==> src/rtl/uart_pkg.sv <==
// uart_pkg
// Shared definitions for the UART transmit and (future) receive paths.
//   state_t    : serializer states, PARITY is only reachable when the
//                parity option (UART_TX_PARITY_EN) is compiled in
//   DATA_BITS  : payload bits per frame
//   IDLE_LEVEL : level of the serial line between frames
package uart_pkg;

    localparam int   DATA_BITS  = 8;
    localparam logic IDLE_LEVEL = 1'b1;

    typedef enum logic [2:0] {
        IDLE   = 3'd0,
        WAIT   = 3'd1,
        START  = 3'd2,
        DATA   = 3'd3,
        STOP   = 3'd4,
        PARITY = 3'd5
    } state_t;

endpackage

==> src/rtl/uart_baud_cnt.sv <==
// uart_baud_cnt
// Bit-period counter shared by the UART transmitter and receiver.
// Counts 0..CLK_DIV-1; never wraps on its own, the owner clears it.
// Parameters:
//   CLK_DIV : clocks per serial bit (2..65535)
//   CNT_W   : counter width, must hold CLK_DIV-1
// Ports:
//   ck     in  system clock, rising edge
//   rst    in  synchronous reset, active-low
//   i_clr  in  clear counter to 0 on the next edge
//   o_tick out high while the counter sits at CLK_DIV-1 (bit boundary)
module uart_baud_cnt #(
    parameter int CLK_DIV = 434,
    parameter int CNT_W   = 16
) (
    input  logic ck,
    input  logic rst,
    input  logic i_clr,
    output logic o_tick
);

    logic [CNT_W-1:0] r_cnt;

    always_ff @(posedge ck) begin
        if (!rst || i_clr) begin
            r_cnt <= '0;
        end else begin
            r_cnt <= r_cnt + 1'b1;
        end
    end

    assign o_tick = (r_cnt == CNT_W'(CLK_DIV - 1));

endmodule

==> src/rtl/uart_tx_drain.sv <==
// uart_tx_drain
// Serial transmit stage fed by the 16x8 byte FIFO. Pops one byte at a time
// and shifts it out LSB-first as start bit, 8 data bits, stop bit.
// Optional build macro UART_TX_PARITY_EN inserts an even-parity bit between
// the last data bit and the stop bit (frame 11 bit periods instead of 10).
// Parameters:
//   CLK_DIV : clocks per serial bit (default 434 = 50 MHz / 115200)
//   CNT_W   : bit-period counter width, must hold CLK_DIV-1
// Ports:
//   ck         in  system clock, rising edge
//   rst        in  synchronous reset, active-low
//   fifo_empty in  FIFO empty flag
//   fifo_dout  in  FIFO read data, valid the cycle after fifo_ren
//   fifo_ren   out FIFO read strobe, one-cycle pulse per byte
//   txd        out serial line, idle high
//   busy       out high from the read request until the stop bit ends
module uart_tx_drain
    import uart_pkg::*;
#(
    parameter int CLK_DIV = 434,
    parameter int CNT_W   = 16
) (
    input  logic                 ck,
    input  logic                 rst,
    input  logic                 fifo_empty,
    input  logic [DATA_BITS-1:0] fifo_dout,
    output logic                 fifo_ren,
    output logic                 txd,
    output logic                 busy
);

    localparam int IDX_W = $clog2(DATA_BITS);

    state_t               r_state;
    state_t               w_state_nxt;
    logic [DATA_BITS-1:0] r_shift;
    logic [IDX_W-1:0]     r_bit_idx;
    logic                 w_tick;
    logic                 w_cnt_clr;
    logic                 w_load;
    logic                 w_shift;
    logic                 w_last_bit;
`ifdef UART_TX_PARITY_EN
    logic                 r_parity;
`endif

    // The counter is held at zero while no bit is being timed, so START
    // always begins at count 0; at each bit boundary it is cleared again.
    uart_baud_cnt #(
        .CLK_DIV (CLK_DIV),
        .CNT_W   (CNT_W)
    ) u_baud_cnt (
        .ck     (ck),
        .rst    (rst),
        .i_clr  (w_cnt_clr),
        .o_tick (w_tick)
    );

    assign w_last_bit = (r_bit_idx == IDX_W'(DATA_BITS - 1));

    always_ff @(posedge ck) begin
        if (!rst) begin
            r_state <= IDLE;
        end else begin
            r_state <= w_state_nxt;
        end
    end

    always_ff @(posedge ck) begin
        if (!rst) begin
            r_shift   <= '0;
            r_bit_idx <= '0;
`ifdef UART_TX_PARITY_EN
            r_parity  <= 1'b0;
`endif
        end else if (w_load) begin
            r_shift   <= fifo_dout;
            r_bit_idx <= '0;
`ifdef UART_TX_PARITY_EN
            // Captured at load time because the shift register is consumed.
            r_parity  <= ^fifo_dout;
`endif
        end else if (w_shift) begin
            r_shift   <= {1'b0, r_shift[DATA_BITS-1:1]};
            r_bit_idx <= w_last_bit ? '0 : r_bit_idx + 1'b1;
        end
    end

    always_comb begin
        w_state_nxt = r_state;
        fifo_ren    = 1'b0;
        txd         = IDLE_LEVEL;
        busy        = 1'b1;
        w_load      = 1'b0;
        w_shift     = 1'b0;
        w_cnt_clr   = 1'b0;

        case (r_state)
            IDLE: begin
                busy      = 1'b0;
                w_cnt_clr = 1'b1;
                // rst gates the strobe so the FIFO is never popped in reset.
                if (!fifo_empty && rst) begin
                    fifo_ren    = 1'b1;
                    w_state_nxt = WAIT;
                end
            end
            WAIT: begin
                // FIFO read data arrives this cycle.
                w_cnt_clr   = 1'b1;
                w_load      = 1'b1;
                w_state_nxt = START;
            end
            START: begin
                txd = 1'b0;
                if (w_tick) begin
                    w_cnt_clr   = 1'b1;
                    w_state_nxt = DATA;
                end
            end
            DATA: begin
                txd = r_shift[0];
                if (w_tick) begin
                    w_cnt_clr = 1'b1;
                    w_shift   = 1'b1;
                    if (w_last_bit) begin
`ifdef UART_TX_PARITY_EN
                        w_state_nxt = PARITY;
`else
                        w_state_nxt = STOP;
`endif
                    end
                end
            end
`ifdef UART_TX_PARITY_EN
            PARITY: begin
                txd = r_parity;
                if (w_tick) begin
                    w_cnt_clr   = 1'b1;
                    w_state_nxt = STOP;
                end
            end
`endif
            STOP: begin
                if (w_tick) begin
                    w_cnt_clr   = 1'b1;
                    w_state_nxt = IDLE;
                end
            end
            default: begin
                busy        = 1'b0;
                w_cnt_clr   = 1'b1;
                w_state_nxt = IDLE;
            end
        endcase
    end

endmodule
==> config.mk <==
export PLATFORM = sky130hd
export DESIGN_NAME = uart_tx_drain
export DESIGN_NICKNAME = d
export VERILOG_FILES = /design/src/rtl/uart_pkg.sv /design/src/rtl/uart_baud_cnt.sv /design/src/rtl/uart_tx_drain.sv
export SDC_FILE = /design/constraint.sdc
export NUM_CORES = 1
export LEC_CHECK = 0
export ABC_AREA = 0
export CORE_ASPECT_RATIO = 1.1
export CORE_MARGIN = 3
export CORE_UTILIZATION = 55
export DETAILED_ROUTE_END_ITERATION = 7
export PLACE_DENSITY = 0.86
export SLEW_MARGIN = 30
export SYNTH_ARGS = -nofsm -noshare
export SYNTH_HDL_FRONTEND = slang
export SYNTH_SLANG_ARGS = --single-unit
==> constraint.sdc <==
create_clock -name ck -period 2.1 [get_ports ck]
set_input_delay 0.63 -clock ck [delete_from_list [all_inputs] [get_ports ck]]
set_output_delay 0.63 -clock ck [all_outputs]
set_load 0.1 [all_outputs]
After elaboration in Yosys (flattened, before gate mapping):

Cells that the tools add are included.

* bits in registers: 30
* bits in latches: 0
* memory bits (writable): 0
* memory bits (read-only): 0
* input bits: 11
* output and inout port bits: 3
* logic and storage cells: 45
* memories: 0

* add/subtract/negate cells: 2
* multiply operators: 0
* div/mod/pow operators: 0
* order comparisons: 0
* equality and inequality tests: 11
* shift operators: 0
* muxes and demuxes: 17
* bitwise logic cells: 1
* reductions and logical operators: 10

Operator list (count)
* 2-to-1 mux 3 bit: 6
* adder 16 x 1 -> 16 bit, second input constant: 1
* equality test 16 x 9 -> 1 bit, second input constant: 1
* 2-to-1 mux 8 bit: 2
* one-hot mux 3 bit (5 select lines): 1
* 2-to-1 mux 1 bit: 7
* equality test 3 x 2 -> 1 bit, second input constant: 2
* equality test 3 bit, second input constant: 2
* inequality test 2 x 1 -> 1 bit, second input constant: 3
* AND reduction 5 bit: 1
* inequality test 2 bit, second input constant: 2
* OR reduction 4 bit: 1
* adder 3 x 1 -> 3 bit, second input constant: 1
* equality test 3 x 1 -> 1 bit, second input constant: 1
* zero test 3 bit: 1
* OR reduction 3 bit: 1
* zero test 1 bit: 2
* one-hot mux 1 bit (2 select lines): 1
* nonzero test 2 bit: 1
* OR reduction 2 bit: 1
* logical AND 1 bit: 1
* logical OR 1 bit: 1
* NOT 1 bit: 1

Logic depth before layout (Yosys ltp):

* depth in word-level cells: 5
* gate-level depth with buffers: 8
* mapped depth without buffers: 7

Hierarchy:

From an unflattened synthesis, not the netlist that was laid out.

* cells, all modules: 167
* area, all modules: 1516.5 um2

By module, submodules not included
* uart_baud_cnt: instances 1, cells each 85, area an instance 783.3 um2
* uart_tx_drain: instances 1, cells each 82, area an instance 733.2 um2

Worst setup path after synthesis:

OpenSTA, ideal clock, no wires.

* path kind: input to output
* from: input rst
* to: output fifo_ren
* arrival time: 3.511 ns
* data required time: 1.470 ns
* setup slack: -2.041 ns
* cell stages on the path: 2
* cells stage by stage: nand2b_1 nor4_1

* word-level cells in the longest chain between the ends: 3

RTL lines
* from (decl): line uart_tx_drain.sv:24 `input logic rst,`
* logical AND 1 bit: line uart_tx_drain.sv:103 `if (!fifo_empty && rst) begin`
* 2-to-1 mux 1 bit: line uart_tx_drain.sv:103
* 2-to-1 mux 1 bit: line uart_tx_drain.sv:98 `case (r_state)`
* to (decl): line uart_tx_drain.sv:27 `output logic fifo_ren,`

No other way between the ends.

Worst setup path in the final report:

* from: register r_state[2]
* to: output busy

* word-level cells in the longest chain between the ends: 3
* elaborated cells on any way between the ends: 6

RTL lines
* from (decl): line uart_tx_drain.sv:34 `state_t r_state;`
* from (signal assigned): line uart_tx_drain.sv:65 `r_state <= w_state_nxt;`
* equality test 3 bit (tied with other cells): line uart_tx_drain.sv:98
* OR reduction 4 bit (no source line) *
* 2-to-1 mux 1 bit *: line uart_tx_drain.sv:98
* to (decl): line uart_tx_drain.sv:29 `output logic busy`

Mark *: on every way between the ends. The rest lies on a longest branch, timed or not.

==> results by group <==
Clock tree
  • Htree depth: 2
  • Clock buffer depth: 2
  • CTS sink count: 30
  • TritonCTS Buffers: 5
  • CTS root buffer: clkbuf_4
  • Cts hold-fix bufs: 0
  • TritonCTS clock tree: yes
  • Clock slew seen by the registers of the worst setup and hold paths: 0.09 ns
  • Worst-Skew Late Latency: 0.34 ns

Pwr
  • PwrDens: 1000 nW/um^2
  • Leakage dissipation: 0.637 nW
  • Final Power: 1.72 mW
  • Peak supply drop: 0.866 mV

Yosys
  • Dominant cell type by area after synthesis: dfxtp_1
  • Compound-gate portion of the synthesized area: 0.0791
  • Multiplexer share of the synthesized area: 0.0695
  • Number of enable flip-flop cells after synthesis: 0
  • Xor/xnor share of the synthesized area: 0.0851
  • Synthesis Warnings: 0
  • Largest family of logic cells by synthesized area: simple AND/OR/NAND/NOR gates
  • Post-Synthesis Cells: 156
  • Simple-gate portion of the synthesized area: 0.267
  • Avg Inst Size Synth: 9.23 um^2
  • Post-synth ARST share: 0
  • Seq cells post-synth: 30
  • Total nets after synthesis: 171
  • Synth area leaders: dfxtp_1, mux2i_1, nor2_1
  • Post-synth top area share: 0.417
  • Post-Synth Adder-Cell Area: 0.0348
  • Netlist cell types: 35
  • Seq/Total Area, Yosys: 0.417
  • Cell area after synthesis: 1440 um^2
  • Most used DFF post-synth: dfxtp_1

Global routing
  • GR Overflow Total: 0
  • Initial antenna violation count: 0
  • Largest net degree at the start of global routing: 18
  • Vias in the first global route: 1093
  • First-pass GRT wire length: 4690 um
  • GRT Overall Usage: 0.207

Finish
  • Fillers: 186
  • Layout cell share with drive strength beyond 1: 0.186
  • Nets: 191
  • Design area: 1720 um^2
  • Synth-to-Final Area Change: 19.5%
  • Ant diodes: 0
  • Final Util: 0.728
  • Fin cells: 207

Placement
  • Post-DP HPWL: 2000 um
  • IO Port Bufs: 13
  • Placer Congestion: 0.754
  • Inst Count DP: 198
  • Dpl ws: -0.175 ns
  • Placed inst area: 1640 um^2

Routing
  • Vias/cell: 5.56
  • Top sig layer: met4
  • Detailed Route WL: 2950 um
  • DRT Pass-1 Iters: 5
  • DRT iter0 DRCs: 29
  • Met2 WL: 1520 um
  • Drt wl/cell: 14.2 um
  • DRC Markers: 0
  • Met1 Wirelength: 1230 um
  • Post-DRT Antenna Nets: 0
  • Vias: 1150
  • WL met3: 143 um

STA
  • Min setup slack post-route: 0.0362 ns
  • Final Setup Violations: 0
  • Slew HR: 0.681
  • Tcrit/Tclk final: 0.983
  • Fin crit period: 2.06 ns
  • Clock Skews: 0.0115 ns
  • Fmax: 485 MHz
  • Pins over their slew limit: 0
  • Final setup TNS: 0 ns
  • Final hold slack: 0.498 ns
  • Worst slew pin tran: 0.475 ns
  • Hold Fails Final Rpt: 0

Status
  • Status: finished clean

Worst setup path
  • CP top delay family: flip-flops
  • Worst setup SP type: flop
  • Critical Path Fanout Max: 7
  • Worst EP arrival: 1.43 ns
  • Buf+Inv Stages, Crit Path: 1
  • Slowest-stage cell, CP: dfxtp_4
  • Crit path kind: flop to output port
  • Worst setup EP type: output port
  • CP cell instances: and2b_2, a21oi_2, nand2_2, buf_12
  • Largest stage delay, worst path: 0.39 ns
  • Worst Path Required: 1.47 ns

Worst hold path
  • Worst hold path type: flop to flop

Floorplan
  • Top Ports: 14
  • Core box area: 2360 um^2
  • Starting density of the core: 0.609
  • Die area: 3270 um^2
  • Die Span Y: 59.7 um
  • Die width: 54.8 um
  • Num rows: 18

Flow run
  • Max Cap Viol: 0
-- final cells by class --
| cell class | count | area [um^2] | area share |
|---|---|---|---|
| clock inverters | 2 | 12.5 | 0.00727 |
| multi-input cells | 117 | 795 | 0.462 |
| inverters | 2 | 7.51 | 0.00436 |
| repair buffers | 20 | 210 | 0.122 |
| flip-flops and latches | 30 | 607 | 0.353 |
| clock buffers | 6 | 51.3 | 0.0298 |
| well taps | 30 | 37.5 | 0.0218 |
-- per-layer routing --
layer / GRT usage / up-vias
met5: 0 / -
met4: 0.0854 / 0
li1: - / 583
met3: 0.0823 / 6
met2: 0.363 / 22
met1: 0.210 / 539
-- final timing paths --
| path | from | to | slack [ns] | depth (start not counted) |
|---|---|---|---|---|
| hold reg to reg | u_baud_cnt.r_cnt[0] | u_baud_cnt.r_cnt[0] | 0.50 | 1 |
| setup reg to reg | u_baud_cnt.r_cnt[0] | r_shift[1] | 0.23 | 6 |
| hold / removal | u_baud_cnt.r_cnt[0] | u_baud_cnt.r_cnt[0] | 0.50 | 1 |
| setup / recovery | r_state[2] | busy | 0.04 | 4 |
-- cell families (layout without fill, tap and decap cells) --
group           count (synthesis)  in the layout
fa+ha+maj                       4              4
buf+inv                         9             30
xor+xnor                       14             14
flops                          30             30
compound gates                 21             21
simple gates                   68             68
mux                            10             10
-- sequential cells by signal, summed over array words and instances, names as in the netlist --
register,count
r_shift,8
u_baud_cnt.r_cnt,16
r_state,3
r_bit_idx,3
-- synth_stat cells (2+ instances only) --
library cell  count
dfxtp_1          30
nor2_1           25
mux2i_1          10
nand2_1           9
o21ai_0           9
a21oi_1           8
xnor2_1           8
nand3_1           7
xor2_1            6
and3_1            5
nand4_1           5
ha_1              4
nand2b_1          3
and3_2            2
buf_2             2
inv_1             2
nor4_4            2
o22ai_1           2
-- worst register-to-register path, cell delays in order, from the launching register on --
cell     delay (ns)
dfxtp_1        0.41
ha_1           0.17
nor3b_1        0.27
and4_1         0.27
and3_4         0.32
mux2i_1        0.24
a21oi_1        0.10
-- where the power goes --
group | internal (mW) | total [mW] | switching, mW
clock network | 0.161 | 0.366 | 0.206
logic | 0.245 | 0.634 | 0.389
registers | 0.646 | 0.723 | 0.0771
-- repair_timing --
| item | in CTS | in global routing |
|---|---|---|
| gates resized for setup | 5 | 4 |
| endpoints found under the setup margin | 2 | 2 |
| setup buffers | 1 | 0 |
| pin swaps | 1 | 1 |
-- placed cells by master (no fill, tap or decap), types with 2 or more instances in the layout --
master / n
buf_4: 7
dlygate4sd2_1: 2
buf_12: 3
nor4_4: 3
clkdlybuf4s50_1: 8
o21ai_0: 9
mux2i_1: 10
inv_1: 2
clkbuf_4: 5
and3_2: 2
ha_1: 4
nand2b_1: 3
a21oi_1: 7
dfxtp_1: 27
nor2_1: 24
o22ai_1: 2
and3_1: 5
xor2_1: 6
nand3_1: 7
dfxtp_2: 2
xnor2_1: 8
nand2_1: 8
nand4_1: 5
No activity file was read; power rests on OpenSTA's default activity.
